===== src/rtl/cic3_row_readout_sched.sv =====
// -----------------------------------------------------------------------------
// cic3_row_readout_sched
//
// Readout scheduler for one row of CIC3 decimation filters. Each accepted
// decimated-sample strobe takes a snapshot of every filter output and latches
// the channel mask. The enabled channels are then drained onto a single
// valid/ready port, lowest index first.
//
// Ports
//   clk_i            filter high-speed clock (only clock)
//   reset_i          synchronous, active-high reset
//   enable_i         when 1, sample strobes may be accepted
//   sample_strobe_i  one-cycle pulse per decimated output sample
//   chan_mask_i      1 = channel included in readout
//   filt_out_i       flattened filter outputs, channel i at [i*OUT_WIDTH +: OUT_WIDTH]
//   rd_data_o        snapshot value of the presented channel
//   rd_chan_o        index of the presented channel
//   rd_valid_o       word presented
//   rd_ready_i       consumer accepts the word
//   rd_first_o       presented word is the first of its frame
//   rd_last_o        presented word is the last of its frame
//   rd_frame_o       frame counter stamped on every word, wraps 255 -> 0
//   busy_o           a frame is in progress
//   overrun_o        one-cycle pulse when a strobe is dropped
//   overrun_cnt_o    dropped-strobe count, saturates at 255
//   dbg_state_o      current FSM state (0 = IDLE, 1 = SCAN)
//
// Handshake: a word transfers in any cycle where rd_valid_o and rd_ready_i are
// both 1. rd_valid_o is a register and never looks at rd_ready_i; once it is
// raised it stays high, and rd_data_o/rd_chan_o/rd_first_o/rd_last_o/
// rd_frame_o hold their values until the transfer happens.
// -----------------------------------------------------------------------------
module cic3_row_readout_sched #(
    parameter int NUM_FILTERS = 24,
    parameter int OUT_WIDTH   = 25,
    parameter int CH_WIDTH    = 5
) (
    input  logic                             clk_i,
    input  logic                             reset_i,
    input  logic                             enable_i,
    input  logic                             sample_strobe_i,
    input  logic [NUM_FILTERS-1:0]           chan_mask_i,
    input  logic [NUM_FILTERS*OUT_WIDTH-1:0] filt_out_i,
    output logic [OUT_WIDTH-1:0]             rd_data_o,
    output logic [CH_WIDTH-1:0]              rd_chan_o,
    output logic                             rd_valid_o,
    input  logic                             rd_ready_i,
    output logic                             rd_first_o,
    output logic                             rd_last_o,
    output logic [7:0]                       rd_frame_o,
    output logic                             busy_o,
    output logic                             overrun_o,
    output logic [7:0]                       overrun_cnt_o,
    output logic                             dbg_state_o
);

    typedef enum logic {
        IDLE = 1'b0,
        SCAN = 1'b1
    } state_e;

    // -------------------------------------------------------------------------
    // State
    // -------------------------------------------------------------------------
    state_e                 state_q, state_d;
    logic [CH_WIDTH-1:0]    ptr_q, ptr_d;
    logic [NUM_FILTERS-1:0] mask_q, mask_d;
    logic [7:0]             frame_q, frame_d;
    logic                   valid_q, valid_d;
    logic                   ovr_q, ovr_d;
    logic [7:0]             ovr_cnt_q, ovr_cnt_d;
    logic [OUT_WIDTH-1:0]   snap_q [NUM_FILTERS];

    // -------------------------------------------------------------------------
    // Channel selection
    //   sel_idx   : lowest set bit of mask_q at or above ptr_q
    //   first_idx : lowest set bit of mask_q
    //   last_idx  : highest set bit of mask_q
    // Everything here is derived from registers only, so the presented word
    // cannot depend on rd_ready_i.
    // -------------------------------------------------------------------------
    logic [CH_WIDTH-1:0]  sel_idx;
    logic [CH_WIDTH-1:0]  first_idx;
    logic [CH_WIDTH-1:0]  last_idx;
    logic                 sel_found;
    logic [OUT_WIDTH-1:0] sel_data;

    always_comb begin
        sel_idx   = '0;
        sel_found = 1'b0;
        for (int i = 0; i < NUM_FILTERS; i++) begin
            if (mask_q[i] && (i >= int'(ptr_q)) && !sel_found) begin
                sel_idx   = CH_WIDTH'(i);
                sel_found = 1'b1;
            end
        end
    end

    always_comb begin
        first_idx = '0;
        for (int i = NUM_FILTERS - 1; i >= 0; i--) begin
            if (mask_q[i]) begin
                first_idx = CH_WIDTH'(i);
            end
        end
    end

    always_comb begin
        last_idx = '0;
        for (int i = 0; i < NUM_FILTERS; i++) begin
            if (mask_q[i]) begin
                last_idx = CH_WIDTH'(i);
            end
        end
    end

    // Snapshot mux written as a compare loop so the index never runs past the
    // array when CH_WIDTH can address more entries than NUM_FILTERS.
    always_comb begin
        sel_data = '0;
        for (int i = 0; i < NUM_FILTERS; i++) begin
            if (sel_idx == CH_WIDTH'(i)) begin
                sel_data = snap_q[i];
            end
        end
    end

    // -------------------------------------------------------------------------
    // Control terms
    // -------------------------------------------------------------------------
    logic in_scan;
    logic qualify;
    logic handshake;
    logic final_hs;
    logic accept;

    assign in_scan   = (state_q == SCAN);
    assign qualify   = sample_strobe_i & enable_i & (|chan_mask_i);
    assign handshake = valid_q & rd_ready_i;
    assign final_hs  = handshake & (sel_idx == last_idx);
    // A strobe landing on the last transfer of a frame starts the next frame
    // straight away, so there is no idle bubble between frames.
    assign accept    = qualify & (~in_scan | final_hs);

    always_comb begin
        state_d   = state_q;
        ptr_d     = ptr_q;
        mask_d    = mask_q;
        frame_d   = frame_q;
        ovr_cnt_d = ovr_cnt_q;

        if (final_hs) begin
            frame_d = frame_q + 8'd1;
        end

        if (accept) begin
            state_d = SCAN;
            ptr_d   = '0;
            mask_d  = chan_mask_i;
        end else if (final_hs) begin
            state_d = IDLE;
        end else if (handshake) begin
            ptr_d = sel_idx + CH_WIDTH'(1);
        end

        // A qualifying strobe that cannot start a frame is dropped; the frame
        // in flight keeps its snapshot and mask.
        ovr_d = qualify & in_scan & ~final_hs;
        if (ovr_d && (ovr_cnt_q != 8'hFF)) begin
            ovr_cnt_d = ovr_cnt_q + 8'd1;
        end

        valid_d = (state_d == SCAN);
    end

    // -------------------------------------------------------------------------
    // Registers (FSM, counters, snapshot)
    // -------------------------------------------------------------------------
    always_ff @(posedge clk_i) begin
        if (reset_i) begin
            state_q   <= IDLE;
            ptr_q     <= '0;
            mask_q    <= '0;
            frame_q   <= '0;
            valid_q   <= 1'b0;
            ovr_q     <= 1'b0;
            ovr_cnt_q <= '0;
            for (int i = 0; i < NUM_FILTERS; i++) begin
                snap_q[i] <= '0;
            end
        end else begin
            state_q   <= state_d;
            ptr_q     <= ptr_d;
            mask_q    <= mask_d;
            frame_q   <= frame_d;
            valid_q   <= valid_d;
            ovr_q     <= ovr_d;
            ovr_cnt_q <= ovr_cnt_d;
            if (accept) begin
                for (int i = 0; i < NUM_FILTERS; i++) begin
                    snap_q[i] <= filt_out_i[i*OUT_WIDTH +: OUT_WIDTH];
                end
            end
        end
    end

    // -------------------------------------------------------------------------
    // Outputs. The presented-word fields are forced to 0 outside SCAN so the
    // port reads all-zero after reset and between frames.
    // -------------------------------------------------------------------------
    assign rd_valid_o    = valid_q;
    assign rd_data_o     = in_scan ? sel_data : '0;
    assign rd_chan_o     = in_scan ? sel_idx : '0;
    assign rd_first_o    = in_scan & (sel_idx == first_idx);
    assign rd_last_o     = in_scan & (sel_idx == last_idx);
    assign rd_frame_o    = frame_q;
    assign busy_o        = in_scan;
    assign overrun_o     = ovr_q;
    assign overrun_cnt_o = ovr_cnt_q;
    assign dbg_state_o   = state_q;

endmodule


===== config.mk =====
export PLATFORM = sky130hd
export DESIGN_NAME = cic3_row_readout_sched
export DESIGN_NICKNAME = d
export VERILOG_FILES = /design/src/rtl/cic3_row_readout_sched.sv
export SDC_FILE = /design/constraint.sdc
export NUM_CORES = 1
export LEC_CHECK = 0
export ABC_AREA = 1
export ABC_CLOCK_PERIOD_IN_PS = 19900
export BUFFER_PORTS_ARGS = -buffer_cell sky130_fd_sc_hd__buf_2
export CAP_MARGIN = 10
export CORE_MARGIN = 1.5
export CORE_UTILIZATION = 40
export CTS_CLUSTER_DIAMETER = 60
export CTS_CLUSTER_SIZE = 16
export DETAILED_ROUTE_END_ITERATION = 7
export GPL_TIMING_DRIVEN = 0
export PLACE_DENSITY = 0.6
export SLEW_MARGIN = 20
export SYNTH_ARGS = -nofsm -noshare
export SYNTH_HDL_FRONTEND = slang
export SYNTH_SLANG_ARGS = --single-unit

===== constraint.sdc =====
create_clock -name clk_i -period 19.9 [get_ports clk_i]
set_input_delay 2.985 -clock clk_i [delete_from_list [all_inputs] [get_ports clk_i]]
set_output_delay 2.985 -clock clk_i [all_outputs]
set_load 0.03 [all_outputs]

# == Yosys cells after proc, flatten, opt, wreduce, memory -nomap -nowiden ==
# Memories as Yosys holds them, arrays and structs flattened.
# Cells that the tools add are included.
# Widths: inputs -> output; s select.
# totals
regBits,47
mem_bits_rw,600
in_bits,629
out_inout_bits,52
wordCells,322
n_memories,1
# op_classes
n_addsub,3
order_cmp,24
eq_ne,26
mux,150
n_bitwise,36
reduce_logical,76
# mem_list
name,depth,word_bits,rd,rd_ports_with_merged_regs,write_ports,line_no,source
snap_q,24,25,24,0,24,72,logic [OUT_WIDTH-1:0] snap_q [NUM_FILTERS];
# ops
cell,count
$mux 25,49
$mux 5,68
$logic_and 1x1->1,48
$eq 5x4->1 const B,8
$eq 5x5->1 const B,8
$ge 4x5->1 const A,8
$ge 5x5->1 const A,8
$mux 1,32
$or 1x1->1,25
$reduce_or 24->1,1
$logic_not 1->1,23
$eq 5x3->1 const B,4
$ge 3x5->1 const A,4
$add 8x1->8 const B,2
$eq 5x2->1 const B,2
$eq 5x5->1,2
$ge 1x5->1 const A,2
$ge 2x5->1 const A,2
$and 1x1->1,9
$ne 8x8->1 const B,1
$add 5x1->5 const B,1
$eq 5x1->1 const B,1
$logic_not 5->1,1
$mux 2,1
other kinds (4),5

# == Depth between registers and ports, before layout ==
# logic_depth
word_depth,98
depth_mapped,46
depth_no_buf,45

# == Worst setup path before layout ==
# Ideal clock, no wire load.
# synth_path
path_type,input port to flip-flop
start,input chan_mask_i[2]
end,memory snap_q[0][0] (enable)
setup_time_ns,0.706
arrival_time_ns,10.572
t_required_ns,19.194
slack_ns,8.622
stages,9
path_buffers,1
path_cell_list,inv_1 nand4_1 nor4_1 nand3_1 nand3_1 a21oi_4 inv_1 nand2_1 buf_2
# synth_lines
item,line_no,source
"start, declared",42,"input logic [NUM_FILTERS-1:0] chan_mask_i,"
"end, declared",72,

# == Worst setup path after layout ==
# layout_path
start,register ptr_q[1]
end,output rd_data_o[8]
# layout_via
elab_chain_len,98
elab_cells_between_ends,189
classes_between,24 x order compare; 23 x eq/ne; 71 x mux; 71 x reduce/logical
# layout_rtl
item,line_no,source
"start, declared",66,"logic [CH_WIDTH-1:0] ptr_q, ptr_d;"
"start signal, assigned",193,ptr_q <= ptr_d;
$ge 1x5->1,92,if (mask_q[i] && (i >= int'(ptr_q)) && !sel_found) begin
$logic_and 1x1->1,92,
$mux 1,92,
$logic_not 1->1,92,
$logic_and 1x1->1,92,
$mux 1,92,
$logic_not 1->1,92,
$logic_and 1x1->1,92,
[... 60 more ...],--,
$mux 1,92,
$logic_not 1->1,92,
$logic_and 1x1->1,92,
$mux 5 (*),92,
$logic_not 5->1,122,if (sel_idx == CH_WIDTH'(i)) begin
$mux 25 (23 in a row),122,
$mux 25 (*),122,
$mux 25 (*),212,assign rd_data_o = in_scan ? sel_data : '0;
"end, declared",44,"output logic [OUT_WIDTH-1:0] rd_data_o,"
# Every way passes the cells marked *; elsewhere a longest branch is shown, timed or not.

==> results.md <==
* Overall via count from detail_route at 27100
* Result of the run: complete, no violations
* Die extent in y at 287 µm
* Met2 Routed Length at 53700 µm
* IO buf count at 679
* Data arrival at the endpoint of the critical path at 7.65 ns
* Critical Setup Path Class: flip-flop to primary output
* Worst R2R Start: ptr_q[1]$_SDFFE_PP0P_
* Last weighted congestion value of the routability-driven placer at roughly 0.92
* Clock period minus worst slack at roughly 11 ns
* Met1 routed wirelength after detailed routing at 46900 µm
* Placeable core area at 80300 µm²
* Final total negative setup slack at 0 ns
* Worst VDD drop at 0.0684 mV
* Post-synthesis net count at 4363
* Total of flip-flops plus latches after synthesis at 647
* Final routed DRC violation total at 0
* Element type at the critical path end: primary output
* Uppermost metal layer occupied by signal nets: met5
* Total standard cell area after synthesis at 32300 µm²
* EDFF count, synth at 600
* Clock Sink Count at 647
* Leak pwr at 19.2 nW
* Share of the yosys chip area belonging to registers at 58.7%
* Most common flop cell mapped by yosys: sky130_fd_sc_hd__edfxtp_1
* Max Cap Viol at 0
* Tightest Pin Transition at 1.03 ns
* DPL Wire Length at 87800 µm
* Number of design-rule violations left by the first detailed-router iteration at 2418
* Setup slack of the worst register-to-register path at 13.32 ns
* Post-DR vias/cell at 4.86
* Starting density of the core at 40.3%
* Area enclosed by the die boundary at between 80000 and 90000 µm²
* Final net count at 5107
* Maximum fanout count along the critical path at 10
* Latest clock arrival within the worst-skew pair at 0.64 ns
* Dpl cell area at approximately 37000 µm²
* Floorplan die width at about 290 µm
* Slowest cell delay on critical path at 0.60 ns
* Post CTS Setup Buffer Count at 0
* Total GRT Usage at about a quarter
* Slowest cell on the critical path: sky130_fd_sc_hd__nor3_4
* Overflow after GRT at 0
* Root buffer cell: sky130_fd_sc_hd__clkbuf_16
* Number of setup violations in the final report at 0
* Cts-stage hold buffer count at 0
* Setup repair after global routing missed its margin: false
* Clock tree buffer depth at 3
* Number of top-level design ports at between 600 and 700
* Cell mode on critical path: sky130_fd_sc_hd__nand2_1
* Number of optimization iterations in the first detailed-route pass at 5
* Critical path capture point: rd_data_o[8]
* Final hold viol count at 0
* Reg2reg path depth at 27
* Worst slew margin relative to its limit at 31.1%
* Routed Wire Length at between 100000 and 150000 µm
* Pin count of the biggest net entering global routing at 103
* Period Utilization, post-route at 53.4%
* Average footprint of a synthesized cell at around 8.7 µm²
* CP startpoint kind: flip-flop
* Total number of yosys warnings at 0
* Count of antenna-violating nets left after detailed routing at 0
* Power per Cell Area at 99.4 nW/µm²
* Number of cells in the finished layout apart from fillers at 5575
* Signed area change from the synthesized netlist to the final layout at 20.8%
* Antenna violations before repair at 8
* Number of slew-limit violations in the final report at 0
* Routed length on met3 at approximately 6900 µm
* Number of buffers created by CTS at 57
* Distinct cells, synth at 55
* Required time worst endpoint at 16.91 ns
* Post-CTS clock slew at the launch and capture registers of the worst setup and hold paths at 0.08 ns
* Class of the tightest hold or removal check: flip-flop to flip-flop
* Clock tree from TritonCTS: done
* Final design area excluding fillers at 39100 µm²
* Crit Reg-Reg Endpoint: snap_q[2][45]$_SDFFCE_PN0P_
* Cell count after placement at 5472
* Proportion of layout cells with a drive suffix above 1 at between 20% and 30%
* Clock skew at 0.0349 ns
* Instance count of the mapped netlist at about 3700
* Beginning of the critical path: ptr_q[1]$_SDFFE_PP0P_
* Fmax at 94.1 MHz
* Ys async rst share at 0%
* Rows at 104
* CTS H-tree lvls at 2
* Wire length of the first global-routing pass at 159000 µm
* Vias in the first global route at 26200
* Drt wl/cell at approximately 20 µm
* Launch instance of the worst min-delay path: rd_frame_o[7]$_SDFFE_PP0P_
* Resized cells post-CTS at 0
## cells in the mapped netlist (4+ instances only)
master | instances | area, µm²
sky130_fd_sc_hd__a211oi_1 | 7 | 52.6
sky130_fd_sc_hd__a21o_1 | 4 | 30.0
sky130_fd_sc_hd__a21oi_1 | 213 | 1070
sky130_fd_sc_hd__buf_2 | 89 | 445
sky130_fd_sc_hd__buf_4 | 16 | 120
sky130_fd_sc_hd__clkbuf_1 | 67 | 251
sky130_fd_sc_hd__dfxtp_1 | 47 | 941
sky130_fd_sc_hd__edfxtp_1 | 600 | 18000
sky130_fd_sc_hd__ha_1 | 7 | 87.6
sky130_fd_sc_hd__inv_1 | 716 | 2690
sky130_fd_sc_hd__inv_2 | 10 | 37.5
sky130_fd_sc_hd__nand2_1 | 591 | 2220
sky130_fd_sc_hd__nand3_1 | 197 | 986
sky130_fd_sc_hd__nand3_2 | 7 | 70.1
sky130_fd_sc_hd__nand4_1 | 32 | 200
sky130_fd_sc_hd__nor2_1 | 838 | 3150
sky130_fd_sc_hd__nor2_2 | 13 | 81.3
sky130_fd_sc_hd__nor2_4 | 5 | 56.3
sky130_fd_sc_hd__nor3_1 | 8 | 40.0
sky130_fd_sc_hd__nor3_2 | 4 | 40.0
sky130_fd_sc_hd__nor4_1 | 9 | 56.3
sky130_fd_sc_hd__o211ai_1 | 16 | 120
sky130_fd_sc_hd__o211ai_2 | 12 | 150
sky130_fd_sc_hd__o21ai_0 | 71 | 355
sky130_fd_sc_hd__o21ai_1 | 10 | 50.1
sky130_fd_sc_hd__o22ai_1 | 15 | 93.8
sky130_fd_sc_hd__or2_2 | 78 | 488
sky130_fd_sc_hd__xor2_1 | 4 | 35.0
## layer usage
metal	GRT usage (%)	up-vias
met5	0	-
met4	8.80	4
met3	3.09	158
met2	44.4	1042
met1	35.0	12700
li1	-	13200
## cells in the final DEF (no fill, tap or decap), drive strengths merged, types with 6 or more instances in the layout
master / instances
nor4: 9
clkbuf: 130
o211ai: 28
inv: 736
nand4: 33
a21oi: 214
nor3: 15
clkinv: 24
or2: 80
nand3: 205
o22ai: 15
dfxtp: 47
nand2: 595
edfxtp: 600
nor2: 856
buf: 794
o21ai: 81
a211oi: 7
ha: 7
diode: 6
## critical path: cells and delay by family, from the launching register on
family | cells | cell delay (ns)
buffers and inverters | 3 | 1.02
adder cells (fa/ha/maj) | 1 | 0.26
flip-flops | 1 | 0.49
AND/OR/NAND/NOR | 34 | 4.84
AO/OA/AOI/OAI | 2 | 0.39
## cell families after synthesis
kind of cell             synth area share, %
flip-flops                              58.7
AND/OR/NAND/NOR                         23.3
AO/OA/AOI/OAI                           6.50
buffers and inverters                   11.1
XOR/XNOR                               0.135
adder cells (fa/ha/maj)                0.271
## registers in the layout, indices dropped and copies added, names as in the netlist
| signal | flops |
|---|---|
| mask_q | 24 |
| overrun_cnt_o | 8 |
| overrun_o | 1 |
| ptr_q | 5 |
| rd_frame_o | 8 |
| rd_valid_o | 1 |
| snap_q | 600 |
## area by class of cell
class	instances	area, µm²
sequential	647	19000
multi-input combinational	2173	9760
clock buffer	63	1480
clock inverter	34	338
tap	1060	1330
fill	7847	41200
timing repair buffer	685	3560
antenna	6	15.0
inverter	731	2750
buffer	176	865
## power by group
group          internal, W  switching, W
Sequential         0.00158     0.0000272
Combinational     0.000320      0.000823
Clock             0.000584      0.000546
Total              0.00249       0.00140
## metrics by stage
step	power, W	hold slack (ns)	utilization, %	worst slack, ns
after floorplan	0.00226	0.468	-	8.62
after global placement	0.00279	0.439	46.1	4.82
after detailed placement	0.00277	0.447	46.4	9.92
after CTS	0.00389	0.460	48.6	9.23
after global routing	0.00404	0.489	48.6	8.62
final	0.00388	0.460	48.6	9.27
## worst min-delay path by stage
stage | depth (start not counted) | to
6_report | 1 | rd_frame_o[7]$_SDFFE_PP0P_
5_1_grt | 1 | rd_frame_o[7]$_SDFFE_PP0P_
4_1_cts | 1 | rd_frame_o[7]$_SDFFE_PP0P_
3_5_place_dp | 1 | rd_frame_o[7]$_SDFFE_PP0P_
3_3_place_gp | 1 | rd_frame_o[7]$_SDFFE_PP0P_
2_1_floorplan | 2 | ptr_q[0]$_SDFFE_PP0P_
Note: power is estimated with default switching activity, not from simulation.
